<file path="src/rtl/mem_port_arbiter_pkg.sv">
// Shared state encodings and grant-select constants for the memory port arbiter.
// Latency: none (declarations only).
// Backpressure: n/a.
package mem_port_arbiter_pkg;

  typedef enum logic [2:0] {
    ST_IDLE    = 3'd0,
    ST_ISSUE_I = 3'd1,
    ST_ISSUE_D = 3'd2,
    ST_WAIT_I  = 3'd3,
    ST_WAIT_D  = 3'd4,
    ST_ERR_D   = 3'd5
  } state_e;

  // Grant select: which requester owns the access started in IDLE.
  localparam logic REQ_I = 1'b0;
  localparam logic REQ_D = 1'b1;

endpackage

</file>
<file path="src/rtl/arb_starve_ctr.sv">
// Saturating counter of consecutive data grants made while fetch was waiting.
// Latency: count updates on the clock edge after inc/clr; at_max is combinational from the count.
// Backpressure: none; clr has priority over inc, inc is ignored once at_max.
// Ports: clk, rst (sync active-low), inc, clr in; at_max out (count == MAX).
module arb_starve_ctr
  import mem_port_arbiter_pkg::*;
#(
  parameter int CW  = 3,
  parameter int MAX = 4
) (
  input  logic clk,
  input  logic rst,
  input  logic inc,
  input  logic clr,
  output logic at_max
);

  logic [CW-1:0] cnt_q;
  logic [CW-1:0] cnt_d;

  assign at_max = (cnt_q == CW'(MAX));

  always_comb begin
    cnt_d = cnt_q;
    if (clr) begin
      cnt_d = '0;
    end else if (inc && !at_max) begin
      cnt_d = cnt_q + CW'(1);
    end
  end

  always_ff @(posedge clk) begin
    if (!rst) begin
      cnt_q <= '0;
    end else begin
      cnt_q <= cnt_d;
    end
  end

endmodule

</file>
<file path="src/rtl/mem_port_arbiter.sv">
// Shares one mem_system between instruction fetch and the memory stage (one access at a time).
// Latency: grant cycle -> 1-cycle Rd/Wr issue -> wait for Done; ack in the Done cycle (min 3 cycles).
// Backpressure: requesters hold level requests; the one not being served sees *_stall until its ack.
// Ports: clk, rst (sync active-low); fetch i_req/i_addr -> i_ack/i_rdata/i_stall;
//        data d_rd/d_wr/d_addr/d_wdata -> d_ack/d_rdata/d_stall;
//        mem_addr/mem_wdata/mem_rd/mem_wr out, mem_rdata/mem_done/mem_err in; err out.
module mem_port_arbiter
  import mem_port_arbiter_pkg::*;
#(
  parameter int STARVE_MAX = 4,
  parameter int CW         = 3
) (
  input  logic        clk,
  input  logic        rst,
  input  logic        i_req,
  input  logic [15:0] i_addr,
  output logic        i_ack,
  output logic [15:0] i_rdata,
  output logic        i_stall,
  input  logic        d_rd,
  input  logic        d_wr,
  input  logic [15:0] d_addr,
  input  logic [15:0] d_wdata,
  output logic        d_ack,
  output logic [15:0] d_rdata,
  output logic        d_stall,
  output logic [15:0] mem_addr,
  output logic [15:0] mem_wdata,
  output logic        mem_rd,
  output logic        mem_wr,
  input  logic [15:0] mem_rdata,
  input  logic        mem_done,
  input  logic        mem_err,
  output logic        err
);

  state_e      state_q, state_d;
  logic [15:0] addr_q, addr_d;
  logic [15:0] wdata_q, wdata_d;
  logic        wr_q, wr_d;
  logic        starve_inc, starve_clr, starve_at_max;
  logic        d_req, gnt_sel;

  arb_starve_ctr #(.CW(CW), .MAX(STARVE_MAX)) u_starve (
    .clk    (clk),
    .rst    (rst),
    .inc    (starve_inc),
    .clr    (starve_clr),
    .at_max (starve_at_max)
  );

  // A data request is valid only when exactly one of rd/wr is asserted.
  assign d_req     = d_rd ^ d_wr;
  assign mem_addr  = addr_q;
  assign mem_wdata = wdata_q;
  assign i_stall   = i_req & ~i_ack;
  assign d_stall   = (d_rd | d_wr) & ~d_ack;

  always_comb begin
    state_d    = state_q;
    addr_d     = addr_q;
    wdata_d    = wdata_q;
    wr_d       = wr_q;
    starve_inc = 1'b0;
    starve_clr = 1'b0;
    gnt_sel    = REQ_I;
    mem_rd     = 1'b0;
    mem_wr     = 1'b0;
    i_ack      = 1'b0;
    i_rdata    = '0;
    d_ack      = 1'b0;
    d_rdata    = '0;
    err        = mem_err;

    unique case (state_q)
      ST_IDLE: begin
        if (d_rd && d_wr) err = 1'b1;
        if (mem_done)     err = 1'b1;
        // Data wins unless fetch has been passed over STARVE_MAX times in a row.
        if (d_req && !(i_req && starve_at_max)) gnt_sel = REQ_D;
        if (gnt_sel == REQ_D) begin
          addr_d     = d_addr;
          wdata_d    = d_wdata;
          wr_d       = d_wr;
          starve_inc = i_req;
          starve_clr = ~i_req;
          state_d    = d_addr[0] ? ST_ERR_D : ST_ISSUE_D;
        end else if (i_req) begin
          addr_d     = i_addr;
          wdata_d    = '0;
          wr_d       = 1'b0;
          starve_clr = 1'b1;
          state_d    = ST_ISSUE_I;
        end else begin
          starve_clr = 1'b1;
        end
      end
      ST_ISSUE_I: begin
        mem_rd  = 1'b1;
        if (mem_done) err = 1'b1;
        state_d = ST_WAIT_I;
      end
      ST_ISSUE_D: begin
        mem_rd  = ~wr_q;
        mem_wr  = wr_q;
        if (mem_done) err = 1'b1;
        state_d = ST_WAIT_D;
      end
      ST_WAIT_I: begin
        if (mem_done) begin
          i_ack   = 1'b1;
          i_rdata = mem_rdata;
          state_d = ST_IDLE;
        end
      end
      ST_WAIT_D: begin
        if (mem_done) begin
          d_ack   = 1'b1;
          d_rdata = mem_rdata;
          state_d = ST_IDLE;
        end
      end
      ST_ERR_D: begin
        // Misaligned access: completed with an error, never reaches memory.
        err     = 1'b1;
        d_ack   = 1'b1;
        state_d = ST_IDLE;
      end
      default: state_d = ST_IDLE;
    endcase

    // While reset is asserted nothing may be issued or acknowledged, even
    // if mem_done arrives for an access that reset is abandoning.
    if (!rst) begin
      state_d    = ST_IDLE;
      starve_inc = 1'b0;
      mem_rd     = 1'b0;
      mem_wr     = 1'b0;
      i_ack      = 1'b0;
      i_rdata    = '0;
      d_ack      = 1'b0;
      d_rdata    = '0;
      err        = 1'b0;
    end
  end

  always_ff @(posedge clk) begin
    if (!rst) begin
      state_q <= ST_IDLE;
      addr_q  <= '0;
      wdata_q <= '0;
      wr_q    <= 1'b0;
    end else begin
      state_q <= state_d;
      addr_q  <= addr_d;
      wdata_q <= wdata_d;
      wr_q    <= wr_d;
    end
  end

endmodule

</file>
<file path="config.mk">
export PLATFORM = sky130hd
export DESIGN_NAME = mem_port_arbiter
export DESIGN_NICKNAME = d
export VERILOG_FILES = /design/src/rtl/mem_port_arbiter_pkg.sv /design/src/rtl/arb_starve_ctr.sv /design/src/rtl/mem_port_arbiter.sv
export SDC_FILE = /design/constraint.sdc
export NUM_CORES = 1
export LEC_CHECK = 0
export ABC_CLOCK_PERIOD_IN_PS = 1860
export CORE_MARGIN = 10
export CORE_UTILIZATION = 36
export DETAILED_ROUTE_END_ITERATION = 8
export PLACE_DENSITY = 0.81
export SETUP_SLACK_MARGIN = 0.1
export SYNTH_ARGS = -nofsm -noshare
export SYNTH_HDL_FRONTEND = slang
export SYNTH_SLANG_ARGS = --single-unit
</file>
<file path="constraint.sdc">
create_clock -name clk -period 1.86 [get_ports clk]
set_input_delay 0.372 -clock clk [delete_from_list [all_inputs] [get_ports clk]]
set_output_delay 0.372 -clock clk [all_outputs]
set_load 0.03 [all_outputs]
</file>
==> results_dict.tcl, run 1 <==
set metrics [dict create \
    ir_drop_mv 0.536 \
    critical_path_arrival_ns 1.51 \
    worstSetupStartpointType "flop" \
    synth_fp_nets 338 \
    skew_ns 0.00987 \
    netlist_instances 263 \
    worstMarginPinSlew_ns 0.395 \
    via_per_inst 5.21 \
    maxCapViolCount 0 \
    drive_above_1_share 0.367 \
    synth_area_um2 2140 \
    ctsHtreeMaxLevel 2 \
    fin_nets 507 \
    synthSimpleGateAreaFrac 0.263 \
    intPower_mw 2.25 \
    crit_buf_inv 4 \
    clock_sinks 39 \
    comb_power_share 0.499 \
    ys_warn_count 0 \
    clkLatencyLatePin_ns 0.30 \
    p_leak_nw 1.79 \
    diodes 0 \
    overflow 0 \
    synth_top_family_by_area "simple AND/OR/NAND/NOR gates" \
    final_max_slew_viol_count 0 \
    wl_um 9870 \
    power.density_nw_per_um2 833 \
    grt_pass1_vias 2795 \
    dp_slack_ns -0.385 \
    setup_ws_ns -0.0220 \
    antenna_found_initial 1 \
    core_region_area_um2 5850 \
    cts-root-buf "clkbuf_8" \
    cp-end-kind "output pin" \
    vias 2647 \
    synthXorXnorAreaFrac 0 \
    timing.hold.ws_ns 0.474 \
    clkTransAtPathRegs_ns 0.09 \
    die_width_um 97.2 \
    finalHoldViolCount 0 \
    finalCriticalPeriod_ns 1.88 \
    synth-compound-area-share 0.261 \
    drt_iter0_drc 114 \
    yosysUniqueCellTypes 42 \
    path_cells "buf_6 -> inv_4 -> and4_4 -> buf_6 -> and2_4 -> buf_6" \
    start_util 0.367 \
    antenna_left 0 \
    netSwitchingFraction 0.379 \
    switchingPower_mw 1.37 \
    die_h_um 97.2 \
    io_buffers 141 \
    synth_area_leaders "dfxtp_1 (36%), and2_1 (9.6%), nand2_1 (6.8%), a221oi_1 (6.1%), a311oi_1 (6.1%)" \
    track_usage 0.195 \
    fmax_ghz 0.531 \
    total_power_mw 3.63 \
    clk_path_buf_depth 2 \
    gp_congestion 0.834 \
    syn_to_final_growth_pct 103 \
    ys_ff_latch 39 \
    rows 28 \
    violations "negative setup slack" \
    cp.required_ns 1.49 \
    seq_area_frac_synth 0.364 \
    dieArea_um2 9440 \
    num_io_pins 142 \
    cp_top_family "buffers and inverters" \
    power_frac_clock 0.203 \
    wl_per_cell_um 19.4 \
    synth_top_area_frac 0.364 \
    cpPeakStageDelay_ns 0.37 \
    cp_slowest_cell "dfxtp_4" \
    dr.pass1.iters 4 \
    worst_path_most_repeated_cell "buf_6" \
    synthMuxAreaShare 0 \
    cts_tree "done" \
    rsz0062_at_grt "true" \
    relSlewSlack 0.736 \
    synth_fa_ha_area_frac 0.0233 \
    hold_path_class "flop to flop" \
    fin_crit_sh 1.01 \
    cp_max_fo 8 \
    status "finished, violations left" \
    fillers 415 \
    synth.largest_area_cell "dfxtp_1" \
    synth.avg_cell_area_um2 8.15 \
    drc 0 \
    cts_buffers 5 \
    setup_viol 22 \
    seqPwrFrac 0.298 \
    place_hpwl_um 6740 \
    path_class "flop to output pin" \
    grt_start_max_net_pins 37 \
    grt_pass1_wl_um 15300 \
]
==> cells in the final DEF, fill, tap and decap left out, drive strengths merged, types with 4 or more instances in the layout <==
cell           count
buf               81
a311oi            15
ha                 4
dlygate4sd2        4
dfxtp             39
a221oi            15
and2              33
o21ai             18
inv               23
clkdlybuf4s50     96
nor2b              4
nand2             39
nor2               5
o22ai             16
clkbuf             6
==> worst paths after layout <==
path	start	end	slack, ns	cells after the start
max	state_q[1]$_SDFFE_PN0P_	d_rdata[2]	-0.02	6
min	mem_wdata[13]$_SDFFE_PN0P_	mem_wdata[13]$_SDFFE_PN0P_	0.47	2
max reg2reg	state_q[1]$_SDFFE_PN0P_	mem_addr[4]$_SDFFE_PN0P_	0.08	6
min reg2reg	mem_wdata[13]$_SDFFE_PN0P_	mem_wdata[13]$_SDFFE_PN0P_	0.47	2
==> state kept, by name (all words and copies together) (netlist names) <==
signal / cells
mem_addr: 16
state_q: 3
mem_wdata: 16
wr_q: 1
u_starve.cnt_q: 3
==> logic make-up (layout without fill, tap and decap cells) <==
family / Yosys count / count (layout)
AND/OR/NAND/NOR: 99 / 99
AO/OA/AOI/OAI: 77 / 77
buffers and inverters: 44 / 214
flip-flops: 39 / 39
adder cells (fa/ha/maj): 4 / 4
==> cells in the mapped netlist (all sizes together) <==
| cell type | instances |
|---|---|
| buf | 10 |
| clkbuf | 11 |
| nor4b | 1 |
| a211oi | 2 |
| o2111a | 1 |
| and4 | 1 |
| nand4 | 2 |
| a31oi | 1 |
| o311a | 2 |
| nor3b | 2 |
| or3 | 1 |
| dfxtp | 39 |
| a21oi | 2 |
| a311oi | 15 |
| or3b | 1 |
| o41ai | 2 |
| nand4b | 2 |
| nand2b | 1 |
| nor3 | 3 |
| nor2b | 4 |
| nor2 | 5 |
| and3 | 2 |
| and2 | 33 |
| ha | 4 |
| o22ai | 16 |
| a21boi | 1 |
| o21bai | 1 |
| nand3 | 2 |
| o21ai | 18 |
| a221oi | 15 |
| nand2 | 39 |
| o32ai | 1 |
| inv | 23 |
==> stage by stage <==
step           cells  TNS [ns]  utilization  area [µm²]
6_report         508    -0.224        0.745        4360
5_1_grt          508     -1.75        0.745        4360
4_1_cts          504   -0.0260        0.723        4230
3_5_place_dp     490    -19.92        0.650        3800
3_3_place_gp     490    -17.82        0.650        3800
2_1_floorplan    263         0            -        2180
==> power by group through the flow <==
stage | clock network, mW | registers [mW] | logic (mW)
global route | 0.780 | 1.10 | 1.92
floorplan | 0 | 1.35 | 0.622
detailed placement | 0 | 1.09 | 1.61
finish | 0.737 | 1.08 | 1.81
CTS | 0.748 | 1.08 | 1.72
global placement | 0 | 1.08 | 1.59
==> routing by layer <==
layer	global-route usage	part of all wire	up-vias	routed length, µm
li1	-	-	1286	-
met1	0.216	0.39	1251	3850
met2	0.344	0.52	92	5090
met3	0.0626	0.075	16	744
met4	0.0590	0.018	2	178
met5	0	0.00071	-	7
==> tightest hold or removal path, cell delays in order (launching register included) <==
cell and delay (ns):
dfxtp_1 0.32, nand2_1 0.05, o22ai_1 0.06
==> layout make-up <==
class,instances,area [µm²],share of cell area
clock buffer,5,68.8,0.0158
clock inverter,3,47.5,0.0109
inverter,23,90.1,0.0207
multi-input combinational,180,1380,0.317
sequential,39,787,0.181
tap,75,93.8,0.0215
timing repair buffer,183,1890,0.433
==> what timing repair did <==
item	CTS	global route
cloned	3	0
hold endpoints to repair	0	0
buffers inserted	3	4
hold buffers	0	0
setup endpoints to repair	67	53
pin swaps	35	4
gates resized for setup	111	24
No activity file was read; power rests on OpenSTA's default activity.
==> run 2, diff against run 1 <==
--- a/config.mk
+++ b/config.mk
@@ -9,7 +9,9 @@
 export CORE_MARGIN = 10
 export CORE_UTILIZATION = 36
 export DETAILED_ROUTE_END_ITERATION = 8
+export GPL_ROUTABILITY_DRIVEN = 1
 export PLACE_DENSITY = 0.81
+export REMOVE_ABC_BUFFERS = 1
 export SETUP_SLACK_MARGIN = 0.1
 export SYNTH_ARGS = -nofsm -noshare
 export SYNTH_HDL_FRONTEND = slang
==> run 2 against run 1 <==
Cell area is 3.5% lower. Clock skew is 0.0057 ns lower. The run still ends with negative setup slack left. Critical path depth stayed put. Via count hardly changed. Largest power group unchanged. Largest cell class unchanged. Sequential share of layout area is 0.59 points higher.
==> results_dict.tcl, run 2 (synthesis gave the netlist of run 1 again) <==
set metrics [dict create \
    grt_pass1_vias 2714 \
    core_region_area_um2 5850 \
    relSlewSlack 0.761 \
    via_per_inst 5.26 \
    setup_ws_ns -0.0219 \
    reg2reg_depth 6 \
    fin_util 0.719 \
    ir_drop_mv 0.452 \
    final_common_cell "clkdlybuf4s50_1" \
    hold_path_class "flop to flop" \
    rows 28 \
    p_leak_nw 1.72 \
    io_buffers 141 \
    total_power_mw 3.37 \
    timing.hold.ws_ns 0.466 \
    setup_viol 17 \
    fin_crit_sh 1.01 \
    diodes 0 \
    clock_sinks 39 \
    cts_buffers 5 \
    drive_above_1_share 0.334 \
    maxCapViolCount 0 \
    power.density_nw_per_um2 801 \
    syn_to_final_growth_pct 96.1 \
    dieArea_um2 9440 \
    cts-root-buf "clkbuf_8" \
    skew_ns 0.00416 \
    path_cells "buf_6 -> inv_6 -> and4_4 -> buf_6 -> and2_4 -> buf_6" \
    drt_iter0_drc 127 \
    crit_buf_inv 4 \
    overflow 0 \
    cp-end-kind "output pin" \
    clk_path_buf_depth 2 \
    wl_um 9240 \
    grt_start_max_net_pins 31 \
    finalCriticalPeriod_ns 1.88 \
    clkTransAtPathRegs_ns 0.08 \
    cp.required_ns 1.49 \
    cpPeakStageDelay_ns 0.34 \
    worst_path_most_repeated_cell "buf_6" \
    dr.pass1.iters 7 \
    antenna_found_initial 0 \
    cp_slowest_cell "dfxtp_2" \
    status "finished, violations left" \
    drc 0 \
    num_io_pins 142 \
    path_class "flop to output pin" \
    final_cell_mix "clkdlybuf4s50_1 (97), buf_6 (44), nand2_1 (38), dfxtp_1 (36)" \
    hold_depth 2 \
    cts_tree "done" \
    final_max_slew_viol_count 0 \
    start_util 0.367 \
    gp_congestion 0.773 \
    die_width_um 97.2 \
    grt_pass1_wl_um 14000 \
    worstSetupStartpointType "flop" \
    antenna_left 0 \
    critical_path_arrival_ns 1.51 \
    fmax_ghz 0.531 \
    ctsHtreeMaxLevel 2 \
    clkLatencyLatePin_ns 0.29 \
    cp_top_family "buffers and inverters" \
    track_usage 0.175 \
    rsz0062_at_grt "true" \
    wl_per_cell_um 18.4 \
    place_hpwl_um 6550 \
    worstMarginPinSlew_ns 0.358 \
    fin_nets 502 \
    violations "negative setup slack" \
    worst-path-stages 6 \
    ctsHoldBuffers 0 \
    vias 2645 \
    cp_max_fo 10 \
    finalHoldViolCount 0 \
    die_h_um 97.2 \
]
## run 2: layer usage
layer,global-route usage,part of all wire,vias up
met5,0,0,-
met4,0.0431,0.014,0
met3,0.0647,0.078,11
met2,0.315,0.52,96
met1,0.188,0.38,1262
li1,-,-,1276
## run 2: through the flow
step                cells  instance area [µm²]  setup WS (ns)  setup TNS, ns
finish                503                 4210        -0.0219         -0.154
detailed placement    488                 3710         -0.421         -21.50
floorplan             242                 2040         -0.266          -5.63
global placement      488                 3710         -0.413         -19.50
global route          503                 4210        -0.0698          -1.53
CTS                   501                 4060         0.0143              0
## run 2: what timing repair did
item | in CTS | in global routing
cloned | 3 | 0
setup buffers | 2 | 2
resized for setup | 79 | 42
hold endpoints to repair | 0 | 0
pin swaps | 18 | 8
setup endpoints to repair | 75 | 46
## run 2: final cells by class
cell class / instances / area, µm²
Inverter: 23 / 91.3
Multi-Input combinational cell: 180 / 1370
Fill cell: 416 / 1650
Tap cell: 75 / 93.8
Clock inverter: 1 / 5.00
Timing Repair Buffer: 178 / 1790
Clock buffer: 7 / 76.3
Sequential cell: 39 / 785
## run 2: worst min-delay path: stages, from the launching register on
cell,delay (ns)
dfxtp_1,0.31
nand2_1,0.05
o22ai_1,0.06
## run 2: path summary, 6_finish.rpt
| path | start | endpoint | slack, ns |
|---|---|---|---|
| setup / recovery | state_q[1]$_SDFFE_PN0P_ | d_rdata[6] | -0.02 |
| hold / removal | mem_wdata[15]$_SDFFE_PN0P_ | mem_wdata[15]$_SDFFE_PN0P_ | 0.47 |
| setup reg to reg | state_q[0]$_SDFFE_PN0P_ | mem_addr[14]$_SDFFE_PN0P_ | 0.15 |
| hold reg to reg | mem_wdata[15]$_SDFFE_PN0P_ | mem_wdata[15]$_SDFFE_PN0P_ | 0.47 |
## run 2: where the power goes
part           internal (mW)  total (mW)  switching [mW]
combinational          0.796        1.73           0.933
clock                  0.264       0.570           0.306
sequential             0.992        1.07          0.0805
total                   2.05        3.37            1.32
